$ cat config.mk
export PLATFORM = sky130hd
export DESIGN_NAME = mm_score_engine_flat
export DESIGN_NICKNAME = d
export VERILOG_FILES = /design/src/rtl/mm_score_engine_pkg.sv /design/src/rtl/mm_score_engine_if.sv /design/src/rtl/mm_color_count.sv /design/src/rtl/mm_score_engine.sv /design/src/flat_wrapper.sv
export SDC_FILE = /design/constraint.sdc
export NUM_CORES = 1
export LEC_CHECK = 0
export BUFFER_PORTS_ARGS = -buffer_cell sky130_fd_sc_hd__buf_2
export CAP_MARGIN = 20
export CORE_MARGIN = 4
export CORE_UTILIZATION = 57
export CTS_CLUSTER_DIAMETER = 50
export CTS_CLUSTER_SIZE = 25
export DETAILED_ROUTE_END_ITERATION = 12
export GPL_ROUTABILITY_DRIVEN = 1
export GPL_TIMING_DRIVEN = 0
export PLACE_DENSITY = 0.86
export RECOVER_POWER = 25
export SYNTH_ARGS = -nofsm -noshare
export SYNTH_HDL_FRONTEND = slang
export SYNTH_HIERARCHICAL = 1
export SYNTH_SLANG_ARGS = --single-unit
$ cat constraint.sdc
create_clock -name clk -period 5.8 [get_ports clk]
set_input_delay 0.87 -clock clk [delete_from_list [all_inputs] [get_ports clk]]
set_output_delay 0.87 -clock clk [all_outputs]
set_load 0.01 [all_outputs]
$ cat src/rtl/mm_score_engine_pkg.sv
// Shared types and default parameter values for the Mastermind scoring engine.
package mm_pkg;

    localparam int NUM_PEGS_DEF    = 4;
    localparam int COLOR_W_DEF     = 3;
    localparam int MAX_GUESSES_DEF = 8;

    typedef enum logic [1:0] {
        ST_IDLE  = 2'd0,
        ST_RED   = 2'd1,
        ST_COLOR = 2'd2,
        ST_DONE  = 2'd3
    } state_t;

endpackage

$ cat src/rtl/mm_score_engine_if.sv
// Code/guess/result bundle between a game controller (master) and the scorer (slave).
interface mm_score_engine_if
    import mm_pkg::*;
#(
    parameter int NUM_PEGS    = NUM_PEGS_DEF,
    parameter int COLOR_W     = COLOR_W_DEF,
    parameter int MAX_GUESSES = MAX_GUESSES_DEF
);
    localparam int CNT_W = $clog2(NUM_PEGS + 1);
    localparam int GC_W  = $clog2(MAX_GUESSES + 1);
    localparam int VEC_W = NUM_PEGS * COLOR_W;

    logic [VEC_W-1:0] code_in;
    logic             load_code;
    logic [VEC_W-1:0] guess_in;
    logic             start;
    logic             busy;
    logic             done;
    logic [CNT_W-1:0] red;
    logic [CNT_W-1:0] white;
    logic [GC_W-1:0]  guess_count;
    logic             win;
    logic             lose;

    modport master (
        output code_in, load_code, guess_in, start,
        input  busy, done, red, white, guess_count, win, lose
    );

    modport slave (
        input  code_in, load_code, guess_in, start,
        output busy, done, red, white, guess_count, win, lose
    );

endinterface

$ cat src/rtl/mm_color_count.sv
// Counts pegs of one colour in a packed peg vector, skipping pegs whose mask bit is set.
module mm_color_count
    import mm_pkg::*;
#(
    parameter int NUM_PEGS = NUM_PEGS_DEF,
    parameter int COLOR_W  = COLOR_W_DEF,
    parameter int CNT_W    = $clog2(NUM_PEGS + 1)
) (
    input  logic [NUM_PEGS*COLOR_W-1:0] vec,
    input  logic [NUM_PEGS-1:0]         mask,
    input  logic [COLOR_W-1:0]          color,
    output logic [CNT_W-1:0]            count
);

    always_comb begin
        count = '0;
        for (int i = 0; i < NUM_PEGS; i++) begin
            if (!mask[i] && (vec[i*COLOR_W +: COLOR_W] == color))
                count = count + CNT_W'(1);
        end
    end

endmodule

$ cat src/rtl/mm_score_engine.sv
// Mastermind scorer: exact matches in one cycle, then colour-only matches swept one colour per cycle.
module mm_score_engine
    import mm_pkg::*;
#(
    parameter int NUM_PEGS    = NUM_PEGS_DEF,
    parameter int COLOR_W     = COLOR_W_DEF,
    parameter int MAX_GUESSES = MAX_GUESSES_DEF
) (
    input logic               clk,
    input logic               resetn,
    mm_score_engine_if.slave  bus
);
    localparam int CNT_W = $clog2(NUM_PEGS + 1);
    localparam int GC_W  = $clog2(MAX_GUESSES + 1);
    localparam int VEC_W = NUM_PEGS * COLOR_W;

    state_t              state;
    logic [VEC_W-1:0]    code_q;
    logic [VEC_W-1:0]    guess_q;
    logic [NUM_PEGS-1:0] mask_q;
    logic [CNT_W-1:0]    red_acc;
    logic [CNT_W-1:0]    white_acc;
    logic [COLOR_W-1:0]  col_idx;
    logic [CNT_W-1:0]    red_q;
    logic [CNT_W-1:0]    white_q;
    logic [GC_W-1:0]     guess_cnt_q;
    logic                busy_q;
    logic                done_q;
    logic                win_q;
    logic                lose_q;

    logic [CNT_W-1:0]    red_now;
    logic [NUM_PEGS-1:0] mask_now;
    logic [CNT_W-1:0]    code_cnt;
    logic [CNT_W-1:0]    guess_cnt;
    logic [CNT_W-1:0]    min_cnt;
    logic                load_ok;
    logic                start_ok;

    always_comb begin
        red_now  = '0;
        mask_now = '0;
        for (int i = 0; i < NUM_PEGS; i++) begin
            if (code_q[i*COLOR_W +: COLOR_W] == guess_q[i*COLOR_W +: COLOR_W]) begin
                mask_now[i] = 1'b1;
                red_now     = red_now + CNT_W'(1);
            end
        end
    end

    // Exact-match pegs are masked out of both vectors so they never count as white.
    mm_color_count #(.NUM_PEGS(NUM_PEGS), .COLOR_W(COLOR_W), .CNT_W(CNT_W)) u_code_count (
        .vec   (code_q),
        .mask  (mask_q),
        .color (col_idx),
        .count (code_cnt)
    );

    mm_color_count #(.NUM_PEGS(NUM_PEGS), .COLOR_W(COLOR_W), .CNT_W(CNT_W)) u_guess_count (
        .vec   (guess_q),
        .mask  (mask_q),
        .color (col_idx),
        .count (guess_cnt)
    );

    assign min_cnt  = (code_cnt < guess_cnt) ? code_cnt : guess_cnt;
    assign load_ok  = (state == ST_IDLE) && bus.load_code;
    assign start_ok = (state == ST_IDLE) && bus.start && !bus.load_code && !win_q && !lose_q;

    always_ff @(posedge clk or negedge resetn) begin
        if (!resetn) begin
            state       <= ST_IDLE;
            code_q      <= '0;
            guess_q     <= '0;
            mask_q      <= '0;
            red_acc     <= '0;
            white_acc   <= '0;
            col_idx     <= '0;
            red_q       <= '0;
            white_q     <= '0;
            guess_cnt_q <= '0;
            busy_q      <= 1'b0;
            done_q      <= 1'b0;
            win_q       <= 1'b0;
            lose_q      <= 1'b0;
        end else begin
            done_q <= 1'b0;
            case (state)
                ST_IDLE: begin
                    if (load_ok) begin
                        code_q      <= bus.code_in;
                        red_q       <= '0;
                        white_q     <= '0;
                        guess_cnt_q <= '0;
                        win_q       <= 1'b0;
                        lose_q      <= 1'b0;
                    end else if (start_ok) begin
                        guess_q <= bus.guess_in;
                        busy_q  <= 1'b1;
                        state   <= ST_RED;
                    end
                end
                ST_RED: begin
                    red_acc   <= red_now;
                    mask_q    <= mask_now;
                    white_acc <= '0;
                    col_idx   <= '0;
                    state     <= ST_COLOR;
                end
                ST_COLOR: begin
                    white_acc <= white_acc + min_cnt;
                    col_idx   <= col_idx + COLOR_W'(1);
                    if (&col_idx)
                        state <= ST_DONE;
                end
                ST_DONE: begin
                    red_q   <= red_acc;
                    white_q <= white_acc;
                    done_q  <= 1'b1;
                    busy_q  <= 1'b0;
                    if (guess_cnt_q != GC_W'(MAX_GUESSES))
                        guess_cnt_q <= guess_cnt_q + GC_W'(1);
                    if (red_acc == CNT_W'(NUM_PEGS))
                        win_q <= 1'b1;
                    else if (guess_cnt_q == GC_W'(MAX_GUESSES - 1))
                        lose_q <= 1'b1;
                    state <= ST_IDLE;
                end
                default: state <= ST_IDLE;
            endcase
        end
    end

    assign bus.busy        = busy_q;
    assign bus.done        = done_q;
    assign bus.red         = red_q;
    assign bus.white       = white_q;
    assign bus.guess_count = guess_cnt_q;
    assign bus.win         = win_q;
    assign bus.lose        = lose_q;

endmodule
$ cat src/flat_wrapper.sv
// flat-port wrapper written by rule: the top's interface ports become plain ports
module mm_score_engine_flat import mm_pkg::*;
#(
    parameter int NUM_PEGS    = NUM_PEGS_DEF,
    parameter int COLOR_W     = COLOR_W_DEF,
    parameter int MAX_GUESSES = MAX_GUESSES_DEF
)
  (clk, resetn, bus_code_in, bus_load_code, bus_guess_in, bus_start, bus_busy, bus_done, bus_red, bus_white, bus_guess_count, bus_win, bus_lose);
  mm_score_engine_if #(.NUM_PEGS(NUM_PEGS), .COLOR_W(COLOR_W), .MAX_GUESSES(MAX_GUESSES)) bus_i ();
  input logic clk;
  input logic resetn;
  input wire logic [$bits(bus_i.code_in)-1:0] bus_code_in;
  input wire logic [$bits(bus_i.load_code)-1:0] bus_load_code;
  input wire logic [$bits(bus_i.guess_in)-1:0] bus_guess_in;
  input wire logic [$bits(bus_i.start)-1:0] bus_start;
  output wire logic [$bits(bus_i.busy)-1:0] bus_busy;
  output wire logic [$bits(bus_i.done)-1:0] bus_done;
  output wire logic [$bits(bus_i.red)-1:0] bus_red;
  output wire logic [$bits(bus_i.white)-1:0] bus_white;
  output wire logic [$bits(bus_i.guess_count)-1:0] bus_guess_count;
  output wire logic [$bits(bus_i.win)-1:0] bus_win;
  output wire logic [$bits(bus_i.lose)-1:0] bus_lose;
  assign bus_i.code_in = bus_code_in;
  assign bus_i.load_code = bus_load_code;
  assign bus_i.guess_in = bus_guess_in;
  assign bus_i.start = bus_start;
  assign bus_busy = bus_i.busy;
  assign bus_done = bus_i.done;
  assign bus_red = bus_i.red;
  assign bus_white = bus_i.white;
  assign bus_guess_count = bus_i.guess_count;
  assign bus_win = bus_i.win;
  assign bus_lose = bus_i.lose;
  mm_score_engine #(.NUM_PEGS(NUM_PEGS), .COLOR_W(COLOR_W), .MAX_GUESSES(MAX_GUESSES)) u_core (.clk(clk), .resetn(resetn), .bus(bus_i));
endmodule
==> results of run 1 <==
==> worst reg2reg max path, cell delays in order, from the launching register on <==
cell and delay (ps):
dfrtp_1 590, xor2_1 250, or4_1 570, inv_1 80, ha_1 260, xor2_2 200, ha_1 290, mux2_2 290
ha_1 300, a21o_1 150, a21oi_1 220, mux2_2 370, ha_1 200, fa_1 370, xnor2_1 240, nand4_1 130
o221ai_1 110
==> layer usage <==
layer / up-vias / global-route usage [%] / wire length (microns)
met5: - / 0 / 0
met4: 0 / 7.88 / 141
met3: 15 / 3.47 / 201
met2: 43 / 35.2 / 3250
met1: 1093 / 23.0 / 2660
li1: 1094 / - / -
==> registers in the layout, indices dropped and copies added, names as in the netlist, 2 cells and up <==
signal / count
u_core/bus.red: 3
u_core/state: 2
u_core/white_acc: 3
u_core/bus.guess_count: 4
u_core/bus.white: 3
u_core/mask_q: 4
u_core/code_q: 12
u_core/red_acc: 3
u_core/col_idx: 3
u_core/guess_q: 12
==> metrics by stage <==
step / utilization (%) / total power [W] / instance area, sq um / setup slack (ps)
4_1_cts: 66.0 / 0.00211 / 3610 / 1060
5_1_grt: 65.7 / 0.00231 / 3590 / 806
3_5_place_dp: 64.4 / 0.00189 / 3530 / 1100
3_3_place_gp: 64.1 / 0.00180 / 3510 / 1260
6_report: 65.7 / 0.00210 / 3590 / 1090
2_1_floorplan: - / 0.00161 / 3210 / 1520
==> cells in the mapped netlist (2+ instances only) <==
cell       n  area, sq um
nor3_1     3         15.0
clkbuf_1   4         15.0
buf_2      4         20.0
nor2_1    10         37.5
a31oi_1    2         12.5
nor4_1     4         25.0
nor3_4     2         32.5
inv_1     24         90.1
or4_1      2         15.0
a21oi_1    8         40.0
nor4_4     2         42.5
mux2i_1   13          130
a22oi_1    7         52.6
o21ai_0   16         80.1
mux2_2    32          360
ha_1      21          263
nand2_1    8         30.0
nand3_1   12         60.1
xor2_2     3         48.8
xnor2_1    3         26.3
nand2b_1   2         12.5
xor2_1    41          359
dfrtp_1   53         1330
==> power groups by stage <==
stage               Combinational, W  Sequential, W  Clock (W)
floorplan                   0.000927       0.000686          0
global placement             0.00109       0.000706          0
detailed placement           0.00117       0.000720          0
CTS                          0.00119       0.000710   0.000214
global route                 0.00134       0.000733   0.000232
finish                       0.00118       0.000711   0.000210
==> how the worst max path moves through the flow <==
stage                       from                   to  cells past startpoint
2_1_floorplan  u_core/col_idx[2]  u_core/white_acc[2]                     16
3_3_place_gp   u_core/col_idx[1]  u_core/white_acc[2]                     15
3_5_place_dp   u_core/col_idx[2]  u_core/white_acc[2]                     16
4_1_cts        u_core/col_idx[2]  u_core/white_acc[2]                     16
5_1_grt        u_core/col_idx[0]  u_core/white_acc[2]                     15
6_report       u_core/col_idx[2]  u_core/white_acc[2]                     16
==> layout make-up <==
class / count / area share, %
Timing Repair Buffer: 42 / 5.78
Clock buffer: 6 / 2.02
Sequential cell: 53 / 36.9
Tap cell: 72 / 2.51
Clock inverter: 2 / 0.383
Multi-Input combinational cell: 203 / 48.6
Buffer: 10 / 1.29
Inverter: 24 / 2.51
==> kinds of logic after synthesis <==
logic type	Yosys count	share of synthesized area (%)
adder cells (fa/ha/maj)	22	8.81
buffers and inverters	34	4.25
flip-flops	53	41.3
multiplexers	45	15.3
AO/OA/AOI/OAI	37	6.63
AND/OR/NAND/NOR	52	10.2
XOR/XNOR	47	13.5
==> results.sh, run 1 <==
export IMPL_syn_area_sq_um=3210
export IMPL_grt_pass1_vias=2440
export IMPL_p_leak_nw=1.75
export IMPL_cp_end_kind="flop"
export IMPL_grt_usage_pct=19.6
export IMPL_io_buffers=41
export IMPL_area_growth_pct=12.0
export IMPL_worst_hold_slack_ps=542
export IMPL_synth_edf_count=0
export IMPL_crit_fanout=10
export IMPL_ctsLongestPathBuffers=2
export IMPL_slew_headroom_pct=-24.3
export IMPL_antenna_diode_count=0
export IMPL_hp_class="flop to flop"
export IMPL_path_clk_slew_ps=100
export IMPL_seq_power_share_pct=33.8
export IMPL_numCtsBuffers=5
export IMPL_cp_required_ps=6020
export IMPL_rsz0062_at_grt="no"
export IMPL_min_to="u_core/bus.red[0]"
export IMPL_fp_dieH_microns=83.1
export IMPL_gp_congestion=0.778
export IMPL_peakVddDrop_mv=0.288
export IMPL_r2r_cells=16
export IMPL_worst_r2r_endpoint="u_core/white_acc[2]"
export IMPL_setup_viol=0
export IMPL_synthFlopType="dfrtp_1"
export IMPL_reg2reg_slack_ps=1090
export IMPL_start_util_pct=58.7
export IMPL_layout_common_cells="53 x dfrtp_1, 44 x buf_2, 41 x xor2_1"
export IMPL_synth_warning_count=6
export IMPL_ys_types=37
export IMPL_layout_commonest_cell="dfrtp_1"
export IMPL_cp_slowest_cell="dfrtp_1"
export IMPL_drive_above_1_share_pct=27.4
export IMPL_powerDensity_nw_per_um2=585
export IMPL_drt_iter0_drc=122
export IMPL_grt_max_degree=37
export IMPL_postCtsSetupRepairBufs=0
export IMPL_syn_nets=340
export IMPL_antenna_found_initial=0
export IMPL_critPathLaunchType="flop"
export IMPL_dpl_hpwl_microns=4690
export IMPL_crit_path_max_incr_delay_ps=590
export IMPL_postCtsResizedCells=0
export IMPL_vias=2245
export IMPL_dpl_cell_count=404
export IMPL_cp_num_buf_inv=1
export IMPL_drc_errors=0
export IMPL_ant_nets=0
export IMPL_routed_via_density=5.45
export IMPL_multiInputGateArea_sq_um=1750
export IMPL_finalMaxSlewViolations=37
export IMPL_final_seq_area_sq_um=1330
export IMPL_yosysSeqAreaShare_pct=41.3
export IMPL_status="complete, but fails checks"
export IMPL_p_sw_share_pct=44.3
export IMPL_rr_startpoint="u_core/col_idx[2]"
export IMPL_overflow=0
export IMPL_synthCells=290
export IMPL_p_switching_w=0.000931
export IMPL_die_w_microns=83.1
export IMPL_worst_pin_slew_ps=1860
export IMPL_clock_latency_ps=310
export IMPL_fillers=426
export IMPL_tns_ps=0
export IMPL_crit_family="adder cells"
export IMPL_syn_mean_instance_area_sq_um=11.1
export IMPL_h_tree_depth=2
export IMPL_ys_ff_latch=53
export IMPL_ys_async_sr_fraction_pct=100
export IMPL_grt_pass1_wl_microns=11100
export IMPL_layout_cells_non_filler=412
export IMPL_hp_start="u_core/bus.red[0]"
export IMPL_holdPathStages=2
export IMPL_combPwrFrac_pct=56.2
export IMPL_wl_per_cell_microns=15.2
export IMPL_fin_crit_ps=4710
export IMPL_crit_type="flop to flop"
export IMPL_drv_cap=1
export IMPL_clockRootBuffer="clkbuf_8"
export IMPL_rows=27
export IMPL_cp_cell_sequence="xor2_1 > or4_1 > inv_1 > ha_1 > xor2_2 > ha_1 > mux2_2 > ha_1 > a21o_1 > a21oi_1 > mux2_2 > ha_1 > fa_1 > xnor2_1 > nand4_1 > o221ai_1"
export IMPL_hold_violations=0
export IMPL_totalWireLength_microns=6250
export IMPL_fin_skew_ps=12.5
export IMPL_cp_common_cell="ha_1"
export IMPL_clkPwrFrac_pct=10.0
export IMPL_drt_pass1_iterations=4
export IMPL_fin_crit_sh_pct=81.2
export IMPL_cts_sinks=53
export IMPL_cts_tree="done"
export IMPL_fin_nets=389
export IMPL_violations="capacitance limit, slew limit"
export IMPL_fmax_ghz=0.212
export IMPL_cp_data_arrival_time_ps=4930
export IMPL_core_area_sq_um=5470
export IMPL_dieArea_sq_um=6900
export IMPL_p_int_w=0.00117
export IMPL_cts_hold_buf=0
export IMPL_io_pins=42
(Power assumes the default switching activity.)
==> run 2: changes to the inputs <==
ABC_AREA = 1   (was default)
PLACE_DENSITY = 0.85   (was 0.86)
clock period = 4.5 ns   (was 5.8 ns; I/O delays follow)
==> run 2 against run 1 <==
Utilization grew 2.8 points. Largest power group unchanged. Sequential share of layout area shrank 2.4 points. Clock power grew 56%. Critical path depth grew 9. Non-clock buffer count shrank 1. First-iteration DRC count grew 9.8%. Cell area grew 7.4%. Fmax grew 13%. Global-route usage grew 3.0 points. Sequential power grew 19%. Via count grew 31%. Clock skew shrank 4.8 ps. The flow still finishes with violations (capacitance limit, slew limit).
==> results.sh, run 2 <==
export IMPL_status="complete, but fails checks"
export IMPL_violations="capacitance limit, slew limit"
export IMPL_drc_errors=0
export IMPL_grt_usage_pct=22.6
export IMPL_numCtsBuffers=5
export IMPL_syn_nets=473
export IMPL_drv_cap=1
export IMPL_finalMaxSlewViolations=33
export IMPL_cp_data_arrival_time_ps=4340
export IMPL_synth_most_common_cell="nand2_1"
export IMPL_cp_common_cell="nand2_1"
export IMPL_crit_type="flop to flop"
export IMPL_antenna_diode_count=0
export IMPL_dpl_cell_count=537
export IMPL_slew_headroom_pct=-12.7
export IMPL_routed_via_density=5.35
export IMPL_reg_top3="u_core/code_q (12), u_core/guess_q (12)"
export IMPL_syn_mean_instance_area_sq_um=8.07
export IMPL_fmax_ghz=0.241
export IMPL_crit_fanout=6
export IMPL_dieArea_sq_um=7290
export IMPL_hp_class="flop to flop"
export IMPL_setup_viol=0
export IMPL_ys_async_sr_fraction_pct=100
export IMPL_rows=27
export IMPL_drt_iter0_drc=134
export IMPL_synth_edf_count=0
export IMPL_ys_types=28
export IMPL_yosysSeqAreaShare_pct=38.9
export IMPL_cp_end_kind="flop"
export IMPL_placed_area_sq_um=3730
export IMPL_cts_sinks=53
export IMPL_crit_path_max_incr_delay_ps=450
export IMPL_fin_skew_ps=7.74
export IMPL_layout_common_cells="101 x nand2_1, 62 x inv_1, 50 x dfrtp_1"
export IMPL_fp_dieH_microns=85.4
export IMPL_core_area_sq_um=5640
export IMPL_antenna_found_initial=0
export IMPL_fin_nets=525
export IMPL_p_leak_nw=2.08
export IMPL_clock_latency_ps=310
export IMPL_totalWireLength_microns=7760
export IMPL_powerDensity_nw_per_um2=700
export IMPL_hold_violations=0
export IMPL_ctsLongestPathBuffers=2
export IMPL_cts_tree="done"
export IMPL_clockRootBuffer="clkbuf_8"
export IMPL_worst_hold_slack_ps=479
export IMPL_final_cell_area_sq_um=3860
export IMPL_dpl_hpwl_microns=6050
export IMPL_wl_per_cell_microns=14.2
export IMPL_synth_area_leaders="dfrtp_1 39%, nand2_1 11%, ha_1 7.7%"
export IMPL_cts_hold_buf=0
export IMPL_yosysTopAreaCell="dfrtp_1"
export IMPL_gp_congestion=0.831
export IMPL_synthCells=423
export IMPL_cp_slowest_cell="dfrtp_2"
export IMPL_cp_required_ps=4690
export IMPL_area_growth_pct=13.1
export IMPL_critPathLaunchType="flop"
export IMPL_netlist_top_cells_count="101 x nand2_1, 62 x inv_1, 53 x dfrtp_1"
export IMPL_die_w_microns=85.4
export IMPL_layout_cells_non_filler=548
export IMPL_worst_pin_slew_ps=1690
export IMPL_syn_area_sq_um=3410
export IMPL_grt_pass1_wl_microns=13200
export IMPL_vias=2932
export IMPL_h_tree_depth=2
export IMPL_drive_above_1_share_pct=22.5
export IMPL_synth_warning_count=6
export IMPL_synthFlopType="dfrtp_1"
export IMPL_layout_commonest_cell="nand2_1"
export IMPL_path_clk_slew_ps=100
export IMPL_ys_ff_latch=53
export IMPL_drt_pass1_iterations=4
export IMPL_fin_crit_ps=4160
export IMPL_tns_ps=0
export IMPL_yosys_area_top_type_share_pct=38.9
export IMPL_crit_family="adder cells"
export IMPL_grt_max_degree=33
export IMPL_ant_nets=0
export IMPL_io_buffers=41
export IMPL_peakVddDrop_mv=0.371
export IMPL_cp_num_buf_inv=4
export IMPL_start_util_pct=60.5
export IMPL_fin_crit_sh_pct=92.4
export IMPL_overflow=0
export IMPL_io_pins=42
export IMPL_grt_pass1_vias=2899
-- run 2: changes by cell type after synthesis, sizes merged, moves of 5 or more --
cell,delta
nand3,+18
xor2,-37
nor2,+28
a22oi,-7
nand2,+105
nor3,-6
nand4,+5
mux2,-16
mux2i,-13
xnor2,+6
inv,+45
a21oi,+5
-- run 2: power breakdown --
group,internal [W],switching (W)
combinational,0.000599,0.000928
clock,0.000167,0.000160
sequential,0.000652,0.000197
total,0.00142,0.00129
-- run 2: worst min-delay path, stage by stage (launching register included) --
cell     delay (ps)
dfrtp_1         350
nand2_1          50
nand2_1          50
-- run 2: logic make-up after synthesis --
| logic type | after synthesis | share of synthesized area [%] |
|---|---|---|
| XOR/XNOR | 16 | 4.11 |
| multiplexers | 16 | 5.50 |
| buffers and inverters | 75 | 8.91 |
| flip-flops | 53 | 38.9 |
| AND/OR/NAND/NOR | 199 | 27.3 |
| adder cells (fa/ha/maj) | 22 | 8.28 |
| AO/OA/AOI/OAI | 42 | 7.00 |
-- run 2: stage by stage --
step                utilization, %  setup WS [ps]  power [W]
finish                        68.4            344    0.00270
global route                  68.4         -0.869    0.00296
CTS                           68.1            305    0.00267
detailed placement            66.1            385    0.00233
global placement              65.7            516    0.00223
floorplan                        -            850    0.00194
-- run 2: path summary, 6_finish.rpt --
check	cells after the start	endpoint	startpoint	slack, ps
worst max-delay path	25	u_core/white_acc[2]	u_core/col_idx[0]	340
max in group asynchronous	2	u_core/col_idx[1]	resetn	1630
worst max register to register	25	u_core/white_acc[2]	u_core/col_idx[0]	340
worst min register to register	2	u_core/bus.white[0]	u_core/bus.white[0]	480
worst min-delay path	2	u_core/bus.white[0]	u_core/bus.white[0]	480
min in group asynchronous	1	u_core/code_q[8]	resetn	590
-- run 2: layout make-up --
class | instances | area [sq um]
Fill cell | 456 | 1780
Clock inverter | 2 | 38.8
Multi-Input combinational cell | 295 | 1800
Clock buffer | 6 | 72.6
Inverter | 69 | 259
Sequential cell | 53 | 1330
Timing Repair Buffer | 45 | 230
Buffer | 6 | 45.0
Tap cell | 72 | 90.1
-- run 2: repair_timing --
item / CTS / global route
setup buffers: 0 / 3
setup endpoints to repair: 0 / 1
gates resized for setup: 0 / 5
-- run 2: per-layer routing --
metal  share of wire, %  global-route usage [%]  vias to the layer above
met5                  0                       0                        -
met4                2.2                    8.78                        0
met3                3.5                    3.59                       14
met2                 51                    38.2                       63
met1                 44                    28.8                     1411
li1                   -                       -                     1444
